$ cat config.mk
export PLATFORM = sky130hd
export DESIGN_NAME = kbd_cmd_decoder
export DESIGN_NICKNAME = d
export VERILOG_FILES = /design/src/rtl/kbd_cmd_pkg.sv /design/src/rtl/kbd_cmd_decoder_fifo.sv /design/src/rtl/kbd_cmd_decoder.sv
export SDC_FILE = /design/constraint.sdc
export NUM_CORES = 1
export LEC_CHECK = 0
export ABC_CLOCK_PERIOD_IN_PS = 2550
export CORE_MARGIN = 2
export CORE_UTILIZATION = 40
export DETAILED_ROUTE_END_ITERATION = 8
export SLEW_MARGIN = 20
export SYNTH_ARGS = -nofsm -noshare
export SYNTH_HDL_FRONTEND = slang
export SYNTH_SLANG_ARGS = --single-unit
$ cat constraint.sdc
create_clock -name CLK -period 2.55 [get_ports CLK]
set_input_delay 0.255 -clock CLK [delete_from_list [all_inputs] [get_ports CLK]]
set_output_delay 0.255 -clock CLK [all_outputs]
set_load 0.005 [all_outputs]
$ cat src/rtl/kbd_cmd_pkg.sv
// Shared command codes, PS/2 set-2 scancodes and the scancode-to-command map
// for the keyboard command decoder.
package kbd_cmd_pkg;

   typedef enum logic [2:0] {
      CMD_NONE   = 3'd0,
      CMD_LEFT   = 3'd1,
      CMD_RIGHT  = 3'd2,
      CMD_THRUST = 3'd3,
      CMD_FIRE   = 3'd4,
      CMD_START  = 3'd5,
      CMD_PAUSE  = 3'd6
   } cmd_t;

   localparam logic [7:0] SC_LEFT  = 8'h6B;
   localparam logic [7:0] SC_A     = 8'h1C;
   localparam logic [7:0] SC_RIGHT = 8'h74;
   localparam logic [7:0] SC_D     = 8'h23;
   localparam logic [7:0] SC_UP    = 8'h75;
   localparam logic [7:0] SC_W     = 8'h1D;
   localparam logic [7:0] SC_SPACE = 8'h29;
   localparam logic [7:0] SC_ENTER = 8'h5A;
   localparam logic [7:0] SC_P     = 8'h4D;

   function automatic cmd_t decode_scancode(input logic [7:0] sc);
      case (sc)
         SC_LEFT,  SC_A: return CMD_LEFT;
         SC_RIGHT, SC_D: return CMD_RIGHT;
         SC_UP,    SC_W: return CMD_THRUST;
         SC_SPACE:       return CMD_FIRE;
         SC_ENTER:       return CMD_START;
         SC_P:           return CMD_PAUSE;
         default:        return CMD_NONE;
      endcase
   endfunction

endpackage

$ cat src/rtl/kbd_cmd_decoder_fifo.sv
// Small command FIFO for discrete game events; a pop on a full FIFO frees the
// slot for a push in the same cycle, a pop on an empty FIFO is ignored.
module cmd_fifo
   import kbd_cmd_pkg::*;
#(
   parameter int DEPTH = 4
) (
   input  logic                       CLK,
   input  logic                       RST,
   input  logic                       push,
   input  logic                       pop,
   input  cmd_t                       din,
   output cmd_t                       dout,
   output logic                       full,
   output logic                       empty,
   output logic [$clog2(DEPTH):0]     count
);

   localparam int AW = $clog2(DEPTH);

   cmd_t          mem [DEPTH];
   logic [AW-1:0] rd_ptr;
   logic [AW-1:0] wr_ptr;
   logic [AW:0]   cnt;
   logic          do_push;
   logic          do_pop;

   assign empty   = (cnt == '0);
   assign full    = (cnt == (AW+1)'(DEPTH));
   assign do_pop  = pop && !empty;
   assign do_push = push && (!full || do_pop);

   // Pointers are AW bits wide, so they wrap modulo DEPTH on their own.
   always_ff @(posedge CLK or negedge RST) begin
      if (!RST) begin
         rd_ptr <= '0;
         wr_ptr <= '0;
         cnt    <= '0;
      end else begin
         if (do_push) wr_ptr <= wr_ptr + AW'(1);
         if (do_pop)  rd_ptr <= rd_ptr + AW'(1);
         case ({do_push, do_pop})
            2'b10:   cnt <= cnt + (AW+1)'(1);
            2'b01:   cnt <= cnt - (AW+1)'(1);
            default: cnt <= cnt;
         endcase
      end
   end

   // NOTE: storage has no reset; an entry is only ever read after it was written, and empty forces dout to NONE.
   always_ff @(posedge CLK) begin
      if (do_push) mem[wr_ptr] <= din;
   end

   assign dout  = empty ? CMD_NONE : mem[rd_ptr];
   assign count = cnt;

endmodule

$ cat src/rtl/kbd_cmd_decoder.sv
// Turns keyboard scancode events into Asteroid controls: hold timers for
// rotate/thrust, a rate-limited fire strobe and a FIFO for start/pause.
module kbd_cmd_decoder
   import kbd_cmd_pkg::*;
#(
   parameter int HOLD_CYCLES   = 25_000_000,
   parameter int FIRE_COOLDOWN = 5_000_000,
   parameter int FIFO_DEPTH    = 4
) (
   input  logic       CLK,
   input  logic       RST,
   input  logic [7:0] ScanCode,
   input  logic       valid_bit,
   output logic [2:0] cmd,
   output logic       cmd_valid,
   input  logic       cmd_pop,
   output logic       rot_left,
   output logic       rot_right,
   output logic       thrust,
   output logic       fire_pulse,
   output logic       overflow
);

   localparam int HW = $clog2(HOLD_CYCLES + 1);
   localparam int CW = $clog2(FIRE_COOLDOWN + 1);
   localparam int AW = $clog2(FIFO_DEPTH);

   logic          s1, s2, s3;
   logic          evt;
   cmd_t          evt_cmd;
   logic [HW-1:0] left_cnt, right_cnt, thrust_cnt;
   logic [CW-1:0] cool_cnt;
   logic          fire_ok;
   logic          push_req;
   cmd_t          fifo_dout;
   logic          fifo_full, fifo_empty;
   logic [AW:0]   fifo_count;

   // valid_bit is asynchronous; ScanCode is stable long before s2 rises.
   always_ff @(posedge CLK or negedge RST) begin
      if (!RST) begin
         s1 <= 1'b0;
         s2 <= 1'b0;
         s3 <= 1'b0;
      end else begin
         s1 <= valid_bit;
         s2 <= s1;
         s3 <= s2;
      end
   end

   assign evt      = s2 && !s3;
   assign evt_cmd  = evt ? decode_scancode(ScanCode) : CMD_NONE;
   assign fire_ok  = (evt_cmd == CMD_FIRE) && (cool_cnt == '0);
   assign push_req = (evt_cmd == CMD_START) || (evt_cmd == CMD_PAUSE);

   always_ff @(posedge CLK or negedge RST) begin
      if (!RST) begin
         left_cnt   <= '0;
         right_cnt  <= '0;
         thrust_cnt <= '0;
      end else begin
         // NOTE: the saturating decrement is the default; the event case below overrides it because the last non-blocking assignment wins.
         left_cnt   <= (left_cnt   != '0) ? left_cnt   - HW'(1) : '0;
         right_cnt  <= (right_cnt  != '0) ? right_cnt  - HW'(1) : '0;
         thrust_cnt <= (thrust_cnt != '0) ? thrust_cnt - HW'(1) : '0;
         case (evt_cmd)
            CMD_LEFT: begin
               left_cnt  <= HW'(HOLD_CYCLES);
               right_cnt <= '0;
            end
            CMD_RIGHT: begin
               right_cnt <= HW'(HOLD_CYCLES);
               left_cnt  <= '0;
            end
            CMD_THRUST: thrust_cnt <= HW'(HOLD_CYCLES);
            default: ;
         endcase
      end
   end

   always_ff @(posedge CLK or negedge RST) begin
      if (!RST) begin
         cool_cnt   <= '0;
         fire_pulse <= 1'b0;
         overflow   <= 1'b0;
      end else begin
         fire_pulse <= fire_ok;
         if (fire_ok)              cool_cnt <= CW'(FIRE_COOLDOWN);
         else if (cool_cnt != '0)  cool_cnt <= cool_cnt - CW'(1);
         // A push is lost only when full and no real pop frees a slot.
         if (push_req && fifo_full && !(cmd_pop && !fifo_empty)) overflow <= 1'b1;
      end
   end

   cmd_fifo #(
      .DEPTH (FIFO_DEPTH)
   ) u_fifo (
      .CLK   (CLK),
      .RST   (RST),
      .push  (push_req),
      .pop   (cmd_pop),
      .din   (evt_cmd),
      .dout  (fifo_dout),
      .full  (fifo_full),
      .empty (fifo_empty),
      .count (fifo_count)
   );

   assign cmd       = fifo_dout;
   assign cmd_valid = (fifo_count != '0);
   assign rot_left  = (left_cnt   != '0);
   assign rot_right = (right_cnt  != '0);
   assign thrust    = (thrust_cnt != '0);

endmodule

# --- After elaboration in Yosys (flattened, before gate mapping) ---
# Memories as Yosys holds them, arrays and structs flattened.
# Index checks and enable logic that the tools add are counted.
totals:
  memories: 1
  output_inout_bits: 9
  register_bits: 110
  ram_bits: 12
classes:
  n_eq_ne: 18
  muxes: 14
  addsub: 8
  reduce_logical: 24
memory_table:
  columns: ["memory", "words", "word_bits", "rd", "rd_clocked_by_memory_dff", "wr", "line_no", "rtl"]
  rows:
  - ["u_fifo.mem", 4, 3, 1, 0, 1, "kbd_cmd_decoder_fifo.sv:21", "cmd_t mem [DEPTH];"]
op_table:
  columns: ["operator", "n"]
  rows:
  - ["25-bit two-way mux", 4]
  - ["25-bit case mux with 2 select lines", 2]
  - ["25-bit nonzero test", 3]
  - ["25-bit by 1-bit subtractor with 25-bit output (second input constant)", 3]
  - ["23-bit two-way mux", 2]
  - ["8-bit by 7-bit == test with 1-bit output (second input constant)", 5]
  - ["23-bit logical NOT", 1]
  - ["23-bit nonzero test", 1]
  - ["23-bit by 1-bit subtractor with 23-bit output (second input constant)", 1]
  - ["3-bit case mux with 6 select lines", 1]
  - ["8-bit by 5-bit == test with 1-bit output (second input constant)", 2]
  - ["8-bit by 6-bit == test with 1-bit output (second input constant)", 2]
  - ["3-bit == test (second input constant)", 4]
  - ["3-bit by 2-bit == test with 1-bit output (second input constant)", 2]
  - ["1-bit logical AND", 6]
  - ["3-bit two-way mux", 2]
  - ["3-bit case mux with 2 select lines", 1]
  - ["2-bit OR reduction", 3]
  - ["2-bit by 1-bit adder with 2-bit output (second input constant)", 2]
  - ["1-bit logical NOT", 4]
  - ["2-bit nonzero test", 2]
  - ["3-bit by 1-bit adder with 3-bit output (second input constant)", 1]
  - ["3-bit by 1-bit == test with 1-bit output (second input constant)", 1]
  - ["3-bit logical NOT", 1]
  - ["other kinds (6)", 8]

# --- Depth between registers and ports, before layout ---
logic_depth:
  ltp_word: 9
  mapped_depth: 11
  depth_no_buf: 10

# --- Modules after synthesis ---
# Synthesis repeated with hierarchy kept, for this count alone.
hier_totals:
  hier_cells: 622
  area_unflattened_um2: 6408.6
modules_own_cells:
  columns: ["module", "area_each_um2", "cells_per_inst", "instances"]
  rows:
  - ["kbd_cmd_decoder", 5442.7, 551, 1]
  - ["cmd_fifo", 965.9, 71, 1]

# --- Least setup slack after synthesis ---
# No wires, ideal clock.
synth_timing:
  path_kind: "input to register"
  from: "in ScanCode[6]"
  to: "reg u_fifo.cnt[2] (netlist: u_fifo.count[2])"
  n_path_buf: 1
  arrival_ps: 2719
  setup_slack_ps: -316
  stages: 11
  setup_time_ps: 148
  required_time_ps: 2402
  cell_sequence: "clkbuf_1 or3b_2 a2111o_1 o31a_2 inv_1 o21ai_0 and2_1 fa_1 nand2b_1 o221ai_1 o311ai_0"
synth_between:
  elab_chain_len: 9
  elab_cells_between_ends: 22
  classes_between: "eq/ne (13); mux (3); reduce/logical (6)"
synth_lines:
  columns: ["element", "line_no", "rtl"]
  rows:
  - ["from (decl)", "kbd_cmd_decoder.sv:12", "input logic [7:0] ScanCode,"]
  - ["8-bit by 7-bit == test with 1-bit output (tied with other cells)", "kbd_cmd_pkg.sv:26", "case (sc)"]
  - ["2-bit OR reduction", "kbd_cmd_pkg.sv:26", null]
  - ["3-bit case mux with 6 select lines (*)", "kbd_cmd_pkg.sv:26", null]
  - ["3-bit two-way mux (*)", "kbd_cmd_decoder.sv:53", "assign evt_cmd = evt ? decode_scancode(ScanCode) : CMD_NONE;"]
  - ["net evt_cmd[2]", "kbd_cmd_decoder.sv:30", "cmd_t evt_cmd;"]
  - ["3-bit == test", "kbd_cmd_decoder.sv:55", "assign push_req = (evt_cmd == CMD_START) || (evt_cmd == CMD_PAUSE);"]
  - ["1-bit logical OR (*)", "kbd_cmd_decoder.sv:55", null]
  - ["1-bit logical AND (*)", "kbd_cmd_decoder_fifo.sv:31", "assign do_push = push && (!full || do_pop);"]
  - ["2-bit by 1-bit == test with 1-bit output or 2-bit == test (tied branches)", "kbd_cmd_decoder_fifo.sv:42", "case ({do_push, do_pop})"]
  - ["3-bit case mux with 2 select lines or 2-bit nonzero test (tied branches)", null, null]
  - ["to (signal assigned)", "kbd_cmd_decoder_fifo.sv:43", "2'b10: cnt <= cnt + (AW+1)'(1);"]
  - ["to (signal assigned)", "kbd_cmd_decoder_fifo.sv:44", "2'b01: cnt <= cnt - (AW+1)'(1);"]
  - ["to (signal assigned)", "kbd_cmd_decoder_fifo.sv:45", "default: cnt <= cnt;"]
  - ["to (decl)", "kbd_cmd_decoder_fifo.sv:24", "logic [AW:0] cnt;"]
# Mark *: on every way through the listed nets, which the timed path passes. The rest lies on a longest branch.
# A chain may end at the register's enable or synchronous reset.

# --- Worst setup path in the final report ---
layout_timing:
  from: "reg left_cnt[15]"
  to: "out rot_left"
layout_between:
  elab_chain_len: 1
layout_lines:
  columns: ["element", "line_no", "rtl"]
  rows:
  - ["from (decl)", "kbd_cmd_decoder.sv:31", "logic [HW-1:0] left_cnt, right_cnt, thrust_cnt;"]
  - ["from (signal assigned)", "kbd_cmd_decoder.sv:64", "left_cnt <= (left_cnt != '0) ? left_cnt - HW'(1) : '0;"]
  - ["from (signal assigned)", "kbd_cmd_decoder.sv:69", "left_cnt <= HW'(HOLD_CYCLES);"]
  - ["25-bit nonzero test", "kbd_cmd_decoder.sv:112", "assign rot_left = (left_cnt != '0);"]
  - ["to (decl)", "kbd_cmd_decoder.sv:17", "output logic rot_left,"]
# No other way between the ends.

==> qor.yml <==
fin_ws_ns: -0.2882
rows: 45
min_to: "s1"
grt_pass1_wl_um: 22500
postRouteAntennaNets: 0
powerDensity_mw_per_mm2: 872.1
port_buffers: 20
ys_ff_latch: 122
crit_path_start_kind: "flip-flop"
met2_usage: 0.2941
h-tree-depth: 4
clkSlewWorstSetupHoldPaths_ns: 0.05
violations: "negative setup slack"
synth_compound_area_frac: 0.09341
nNetsFinal: 730
yosysSeqAreaShare: 0.5063
whs_path_depth: 1
setup_viol: 25
crit_type: "flip-flop to output pin"
p_leak_nw: 3.355
worst_pin_slew_ns: 0.8655
synth_edf_count: 12
slew_viol_final: 0
grt_pass1_vias: 4928
clockBufferDepth: 2
maxCapViolCount: 0
synth_adder_area_share: 0.02157
ios: 21
avgRoutedWirePerCell_um: 14.45
synthToLayoutAreaGrowth_pct: 30.04
core_area_mm2: 0.01509
r2r-start: "left_cnt[15]"
period_minus_slack_ns: 2.838
routabilityCongestion: 0.8180
via_count: 4751
cts_tree: "yes"
ys_types: 67
antenna_found_initial: 0
grt_start_max_net_pins: 50
synth_top_family_by_area: "simple AND/OR/NAND/NOR gates"
slew_headroom: 0.4191
grt_use_met1: 0.2053
endpoint_kind: "output pin"
setup_tns_ns: -1.711
fin_skew_ns: 0.006613
dieWidth_um: 128.0
crit_chain: "or4_4 > or2_4 > or4_4 > or4_4 > buf_6"
r2r-end: "left_cnt[18]"
reg2reg_depth: 8
synth-simple-area-share: 0.2320
synth-xor-area-share: 0.1040
drive_gt1_frac: 0.2361
muxShareOfSynthArea: 0.02157
drc: 0
min_path_type: "input pin to flip-flop"
clk_latency_ns: 0.41
max_freq_mhz: 352.3
drt-initial-drc-count: 268
use_met3: 0.04967
hp-start: "valid_bit"
n_antenna_cell: 0
ir_drop_v: 0.0006150
critPathRequiredTime_ns: 2.30
ys.flop_type: "dfrtp_1"
overflow: 0
arrival_ns: 2.58
clock_sinks: 122
stdcell_count: 908
yosysWarningCount: 0
rsz0062_at_grt: "true"
die_area_mm2: 0.01638
crit_fanout: 3
finalHoldViolCount: 0
dp_cells: 866
n_fill_cell: 1322
outcome: "finished, violations left"
crit_slowest_cell: "or4_4"
place_ws_ns: -0.5131
top_usage_layer: "met2"
routed_wl_um: 13120
grt.total_usage: 0.1704
cts.root.buffer_cell: "clkbuf_16"
crit_path_max_incr_delay_ns: 0.54
crit_path_frequent_cell: "or4_4"
firstDrtPassIters: 6
die-height_um: 128.0
fin_crit_sh: 1.113
synthCells: 596
cts_buffers: 17
syn_nets: 618
start_util: 0.4075
drt-vias-per-instance: 5.232
reg2reg_setup_slack_ns: -0.09
avgSynthCellArea_um2: 10.32
synthArstFlopShare: 0.9016
dp_hpwl_um: 9166
synth_area_mm2: 0.006148
[report_power, final]
part           switching [W]  internal, W
clock network       0.000807      0.00156
logic               0.000755     0.000956
registers           0.000464      0.00243
[state kept, by name (all words and copies together) (netlist names)]
name	cells
u_fifo.mem	12
s3	1
u_fifo.rd_ptr	2
right_cnt	25
s2	1
cool_cnt	23
left_cnt	25
u_fifo.count	3
thrust_cnt	25
fire_pulse	1
u_fifo.wr_ptr	2
s1	1
overflow	1
[kinds of logic after synthesis]
logic type / Yosys count
flip-flops: 122
buffers and inverters: 28
XOR/XNOR: 73
adder cells (fa/ha/maj): 10
AO/OA/AOI/OAI: 88
multiplexers: 9
AND/OR/NAND/NOR: 266
[area by class of cell]
| class | instances | area [um2] | share of cell area |
|---|---|---|---|
| multi-input cells | 448 | 3115 | 0.3897 |
| flip-flops and latches | 122 | 3113 | 0.3894 |
| repair buffers | 107 | 893.4 | 0.1117 |
| clock buffers | 24 | 503.0 | 0.06291 |
| well taps | 188 | 235.2 | 0.02942 |
| clock inverters | 7 | 87.58 | 0.01095 |
| inverters | 12 | 47.55 | 0.005947 |
[what timing repair did]
item | 4_1_cts | 5_1_grt
hold buffers | 1 | 0
cloned | 0 | 2
pin swaps | 3 | 11
hold endpoints to repair | 31 | 0
setup buffers | 1 | 7
resized for setup | 22 | 31
setup endpoints to repair | 28 | 28
[per-layer routing]
layer | part of all wire | up-vias | wire length [um]
met5 | 0 | - | 0
met4 | 0.0085 | 0 | 111
met3 | 0.030 | 12 | 396
met2 | 0.51 | 56 | 6730
met1 | 0.45 | 2324 | 5883
li1 | - | 2359 | -
[critical path, delay by kind of cell (launching register included)]
kind | cells | cell delay (ns)
AND/OR/NAND/NOR | 4 | 1.67
flip-flops | 1 | 0.38
buffers and inverters | 1 | 0.14
[per-stage QoR]
| step | hold WS [ns] | total power, W | instance area (um2) | utilization |
|---|---|---|---|---|
| after floorplan | -0.04059 | 0.003916 | 6228 | - |
| after global placement | 0.2312 | 0.004461 | 7173 | 0.4754 |
| after detailed placement | 0.2372 | 0.004537 | 7173 | 0.4754 |
| after CTS | 0.2917 | 0.006978 | 7830 | 0.5189 |
| after global routing | 0.3058 | 0.007427 | 7995 | 0.5299 |
| final | 0.3231 | 0.006973 | 7995 | 0.5299 |
[how the worst max path moves through the flow]
stage	startpoint	to	slack (ns)	depth (start not counted)
floorplan	ScanCode[6]	u_fifo.count[2]	0.0006	11
global placement	ScanCode[0]	u_fifo.count[2]	-0.48	10
detailed placement	ScanCode[4]	u_fifo.count[2]	-0.51	10
CTS	left_cnt[15]	rot_left	-0.32	5
global route	left_cnt[15]	rot_left	-0.36	5
finish	left_cnt[15]	rot_left	-0.29	5
[cell usage in the layout, fill, tap and decap left out, drive strengths merged, types with 4 or more instances in the layout]
cell type	instances
a21oi	11
and2	9
and3	4
buf	89
clkbuf	24
clkdlybuf4s50	10
clkinv	4
dfrtp	110
dlymetal6s2s	4
edfxtp	12
ha	9
inv	12
mux2	4
nand2	38
nand2b	8
nand3	11
nand3b	4
nand4	8
nor2	81
nor2b	5
nor3	27
nor3b	4
nor4	21
nor4b	4
o21ai	42
o31ai	9
or2	6
or3	17
or3b	4
or4	10
xnor2	51
xor2	22
[synthesized netlist by cell type, drive strengths merged (4+ instances only)]
master,number,area share
nor3b,4,0.0049
nor4,21,0.024
or3,17,0.018
o21ai,42,0.034
nand4,8,0.0081
and2,9,0.0092
ha,9,0.018
buf,8,0.0087
or3b,4,0.0057
and3,4,0.0041
nand3b,4,0.0049
mux2,4,0.0073
edfxtp,12,0.059
nor2,81,0.049
xor2,22,0.031
or2,6,0.0065
nor2b,5,0.0051
dfrtp,110,0.45
a21oi,11,0.011
nand2,36,0.023
xnor2,51,0.073
nand2b,8,0.0081
nor3,27,0.022
inv,12,0.0073
o31ai,9,0.011
nor4b,4,0.0057
or4,10,0.014
clkbuf,8,0.0051
nand3,11,0.0090
No activity file was read; power rests on OpenSTA's default activity.
==> RTL change 1: new RTL, config.mk and constraints unchanged <==
`FIFO_DEPTH`: 4 -> 2.
--- a/src/rtl/kbd_cmd_decoder.sv
+++ b/src/rtl/kbd_cmd_decoder.sv
@@ -6,5 +6,5 @@
    parameter int HOLD_CYCLES   = 25_000_000,
    parameter int FIRE_COOLDOWN = 5_000_000,
-   parameter int FIFO_DEPTH    = 4
+   parameter int FIFO_DEPTH    = 2
 ) (
    input  logic       CLK,
Check against the original RTL: not equivalent (Yosys sat finds a counterexample within 10 cycles, from zero or initial values and one cycle with RST low).
==> RTL change 1 against the original RTL <==
  * Area after synthesis decreased by 6.8%
  * Power is 18% lower
  * Wire length fell by 5.4%
  * Cell count is 8.7% lower
  * Sequential cell count down 9
  * Synthesized cell count decreased by 7.2%
  * Global-route usage rose by 0.97 points
  * Worst setup slack improved by 0.37 ns
  * Combinational power decreased by 39%
  * Sequential share of layout area up 0.63 points
  * Final area shrank 9.7%
  * Critical endpoint is now thrust_cnt[7]
  * Largest cell class is now registers
==> RTL change 1: results (changes against the original RTL) <==
[setup_path]
critPathArrivalTime_ns = 2.77  ; +0.19 ns
rr_worst_depth = 13  ; +5
rrSetupSlack_ns = 0.09  ; +0.18 ns
r2r_end = thrust_cnt[7]
cp_max_fo = 5  ; +2
reg2reg_from = thrust_cnt[1]

[sta]
timing.final.crit_share_pct = 96.6  ; -15 points
max-slew-margin-rel_pct = 61.9  ; +20 points
hold_viol = 0  ; unchanged
skew_ns = 0.00923  ; +0.00262 ns
holdWs_ns = 0.273  ; -0.0504 ns

[global_routing]
grt_pass1_vias = 4608  ; -6.5%
grt_use_met1_pct = 22.7  ; +2.2 points
antenna_found_initial = 0  ; unchanged
grt_use_met3_pct = 5.08  ; +0.12 points
gr-usage-met2_pct = 29.1  ; -0.33 points
grt_pass1_wl_mm = 21.3  ; -5.1%
grt_max_degree = 49  ; -2.0%
track_usage_pct = 18.0  ; +0.97 points

[clocking]
clk_latency_ns = 0.42
cts_root_buf = clkbuf_16
clk_pin_slew_ns = 0.05  ; about the same
cts_buffers = 17  ; unchanged
cts_htree_levels = 4  ; unchanged
clockBufferDepth = 2  ; unchanged

[logic_synthesis]
synth_fa_ha_area_share_pct = 1.09  ; -1.1 points
synthMuxAreaShare_pct = 0.721  ; -1.4 points
synth_edf_count = 6  ; -6
synth-async-reset-ratio_pct = 94.7  ; +4.5 points
syn_nets = 570  ; -7.8%
synth.distinct_cells = 65  ; -3.0%
seq_area_frac_synth_pct = 49.9  ; -0.75 points
ys_top_cells_by_count = dfrtp_1, nor2_1, nor3_1
syn_avg_cell_area_sq_um = 10.4  ; +0.43%
synthTopCellsByArea = dfrtp_1, xnor2_1, xor2_1
synth_compound_area_share_pct = 8.98  ; -0.36 points
synth-xor-area-share_pct = 12.5  ; +2.1 points

[pwr]
leakagePower_nw = 2.80  ; -16%
peakVddDrop_mv = 0.433  ; -30%

[drt]
wirelength_mm = 12.4  ; -5.4%
first_pass_iters = 4  ; -2
vias_per_cell = 5.39  ; +3.1%
vias = 4471  ; -5.9%
drt_first_iter_violations = 280  ; +4.5%

[finish]
nNetsFinal = 653  ; -11%
drive_gt1_share_pct = 19.4  ; -4.2 points
reg_top3 = left_cnt (25), right_cnt (25), thrust_cnt (25)
insertedDiodeCount = 0  ; unchanged

[placement]
dp_hpwl_mm = 8.17  ; -11%
placement.io_buffers = 20  ; unchanged
pre_cts_ws_ns = -0.0746  ; +0.438 ns
placed_area_sq_um = 6430  ; -10%
placed_cells = 779  ; -10%
gp_congestion = 0.866  ; +5.9%

[hold_path]
hp-start = valid_bit
whs_endpoint = s1
hold_class = input pin to flip-flop
hold-path-cell-count = 1  ; unchanged

[run_status]
status = complete, no violations

[RTL change 1: changes by cell type after synthesis, sizes merged, moves of 4 or more]
| cell | change |
|---|---|
| xnor2 | -10 |
| clkbuf | -4 |
| nor3 | +22 |
| and2 | -8 |
| buf | +6 |
| edfxtp | -6 |
| nor2 | -30 |
| o21ai | -9 |
| ha | -4 |
| nand2 | -14 |
| or4 | +4 |
| o31ai | +4 |
| xor2 | +19 |
[RTL change 1: worst max-delay path by stage]
stage                        from               to
detailed placement    ScanCode[4]  u_fifo.count[1]
global route        thrust_cnt[0]   thrust_cnt[15]
CTS                  right_cnt[0]        rot_right
global placement      ScanCode[6]  u_fifo.count[1]
floorplan           thrust_cnt[0]   thrust_cnt[12]
finish              thrust_cnt[1]    thrust_cnt[7]
[RTL change 1: cell families after synthesis]
kind of cell,after synthesis
AO/OA/AOI/OAI,78
XOR/XNOR,82
adder cells (fa/ha/maj),5
buffers and inverters,30
flip-flops,113
multiplexers,4
AND/OR/NAND/NOR,241
[RTL change 1: critical path: stages, from the launching register on]
cell	delay [ns]
dfrtp_1	0.37
inv_1	0.10
ha_4	0.16
or4b_4	0.49
nor3_4	0.13
nand4b_1	0.15
buf_4	0.16
buf_4	0.12
buf_4	0.12
buf_4	0.12
buf_4	0.12
nand2_2	0.11
buf_4	0.15
nor2_1	0.05
[RTL change 1: cell type report]
type / count / area [sq um]
Clock buffer: 27 / 513
Clock inverter: 5 / 27.5
Fill cell: 1245 / 6710
Inverter: 12 / 45.0
Multi-Input combinational cell: 410 / 2840
Sequential cell: 113 / 2860
Tap cell: 180 / 225
Timing Repair Buffer: 82 / 711
[RTL change 1: metal layers]
| layer | wire length [microns] | up-vias |
|---|---|---|
| li1 | - | 2170 |
| met1 | 5700 | 2213 |
| met2 | 6070 | 73 |
| met3 | 458 | 15 |
| met4 | 184 | 0 |
| met5 | 0 | - |
[RTL change 1: stage by stage]
step / power, W / utilization [%]
after detailed placement: 0.00348 / 46.1
after CTS: 0.00572 / 51.3
after global placement: 0.00342 / 46.1
after floorplan: 0.00314 / -
final: 0.00574 / 51.8
after global routing: 0.00606 / 51.8
[RTL change 1: power by group]
| part | switching [W] | internal (W) |
|---|---|---|
| registers | 0.000385 | 0.00215 |
| clock network | 0.000793 | 0.00136 |
| logic | 0.000486 | 0.000565 |
| total | 0.00166 | 0.00408 |
[RTL change 1: timing repair]
item	CTS	global route
hold endpoints to repair	40	0
pin swaps	4	5
gates resized for setup	14	11
endpoints found under the setup margin	3	14
hold buffers	1	0
setup buffers	14	3
==> RTL change 2: new RTL, same flow settings <==
Made on the original files. Put a register stage on the output `cmd`. The value now appears one clock later. The other outputs are not delayed to match.
--- a/src/rtl/kbd_cmd_decoder.sv
+++ b/src/rtl/kbd_cmd_decoder.sv
@@ -108,5 +108,7 @@
    );
 
-   assign cmd       = fifo_dout;
+   always_ff @(posedge CLK) begin
+      cmd <= fifo_dout;
+   end
    assign cmd_valid = (fifo_count != '0);
    assign rot_left  = (left_cnt   != '0);
Behaviour: not the same (Yosys sat finds a counterexample within 4 cycles, from zero or initial values and one cycle with RST low).
==> RTL change 2 against the original RTL <==
  * The flow still finishes with violations (setup timing)
  * Global-route usage rose by 0.41 points
  * Wire length fell by 1.2%
  * Power rose by 1.5%
  * Critical path depth did not move
  * Cell count fell by 2.8%
  * Area after synthesis fell by 2.0%
  * Via count fell by 2.9%
  * Final area fell by 1.3%
  * Worst setup slack improved by 0.072 ns
  * Sequential cell count rose by 3
  * Critical path type unchanged
  * Largest power group unchanged
  * Highest routed layer unchanged
==> RTL change 2: results (changes against the original RTL) <==
[run_status]
status = complete, but fails checks
violations = setup timing

[sta]
fin_ws_ns = -0.216  ; +0.0718 ns
tns_ns = -1.09  ; +0.617 ns
skew_ns = 0.00636  ; -0.000255 ns
max-slew-margin-rel_pct = 57.5  ; +16 points
setup_violations = 21  ; -16%

[setup_path]
slowest_stage = or4_4
crit_family = simple AND/OR/NAND/NOR gates
crit_path_max_incr_delay_ns = 0.43  ; -0.11 ns
rrSetupSlack_ns = -0.07  ; +0.02 ns
cp_max_fo = 3  ; unchanged
critPathArrivalTime_ns = 2.51  ; -0.07 ns

[drt]
drt_first_iter_violations = 267  ; -0.37%
remaining_drc_errors = 0  ; unchanged
vias_per_cell = 5.22  ; -0.18%
wire_per_inst_microns = 14.7  ; +1.6%

[global_routing]
grt-ovfl-total = 0  ; unchanged
antenna_found_initial = 0  ; unchanged
track_usage_pct = 17.5  ; +0.41 points
grt_max_degree = 66  ; +32%
grt_pass1_vias = 4759  ; -3.4%
grt_pass1_wl_mm = 22.4  ; -0.52%

[logic_synthesis]
syn_nets = 599  ; -3.1%
synth.distinct_cells = 62  ; -7.5%
synth-async-reset-ratio_pct = 88.0  ; -2.2 points
ys_top_cells_by_count = dfrtp_1, nor2_1, xnor2_1
seq_area_frac_synth_pct = 52.6  ; +2.0 points
synthTopCellsByArea = dfrtp_1, xnor2_1, edfxtp_1

[placement]
dp_hpwl_mm = 8.69  ; -5.2%
gp_congestion = 0.805  ; -1.6%
pre_cts_ws_ns = -0.449  ; +0.0642 ns

[finish]
drive_gt1_share_pct = 23.7  ; +0.14 points
nFillCells = 1246  ; -5.7%
insertedDiodeCount = 0  ; unchanged
nNetsFinal = 707  ; -3.2%

[pwr]
leakagePower_nw = 3.29  ; -1.9%
peakVddDrop_mv = 0.588  ; -4.4%

[clocking]
clk_latency_ns = 0.41  ; about the same

-- RTL change 2: worst paths after layout --
check                        startpoint              end  cells after the start
max                        left_cnt[16]         rot_left                      5
min                           valid_bit               s1                      1
max reg2reg                left_cnt[16]      left_cnt[7]                      9
min reg2reg                          s1               s2                      0
max in group asynchronous           RST      left_cnt[7]                      3
min in group asynchronous           RST  u_fifo.count[2]                      2
-- RTL change 2: logic make-up after synthesis --
family	count (synthesis)	share of synthesized area, %
buffers and inverters	33	2.45
muxes	10	2.37
xor gates and xnor gates	78	11.3
AOI/OAI and AO/OA	72	7.49
and+or+nand+nor	251	21.7
DFF	125	52.6
adders and majority gates	9	1.99
-- RTL change 2: repair_timing --
action                                  CTS  global route
resized for setup                        53            24
setup buffers                             5             4
endpoints found under the setup margin   48            77
pin swaps                                10             5
hold buffers                              1             0
cloned                                    3             1
hold endpoints to repair                 45             0
-- RTL change 2: where the power goes --
group	internal (W)	switching (W)	total, W
Combinational	0.000905	0.000681	0.00159
Clock	0.00163	0.000908	0.00254
Sequential	0.00250	0.000457	0.00295
Total	0.00503	0.00205	0.00708
-- RTL change 2: per-layer routing --
metal	vias up	part of all wire (%)	routed length [microns]	track usage, %
met5	-	0	0	0
met4	0	0.99	128	6.59
met3	10	3.3	429	4.93
met2	64	47	6120	27.2
met1	2281	49	6290	23.3
li1	2257	-	-	-
-- RTL change 2: final cells by class --
type                            instances  area share (%)
Inverter                               16           0.761
Sequential cell                       125            40.2
Tap cell                              184            2.92
Clock buffer                           17            5.39
Timing Repair Buffer                  105            11.7
Multi-Input combinational cell        421            36.5
Clock inverter                         15            2.49
-- RTL change 2: per-stage QoR --
step                      instance area (sq um)  hold slack (ns)  std cells
after global routing                       7900            0.283        883
after CTS                                  7770            0.279        879
after detailed placement                   6960            0.313        839
after global placement                     6960            0.311        839
final                                      7900            0.291        883
after floorplan                            6030          -0.0406        578
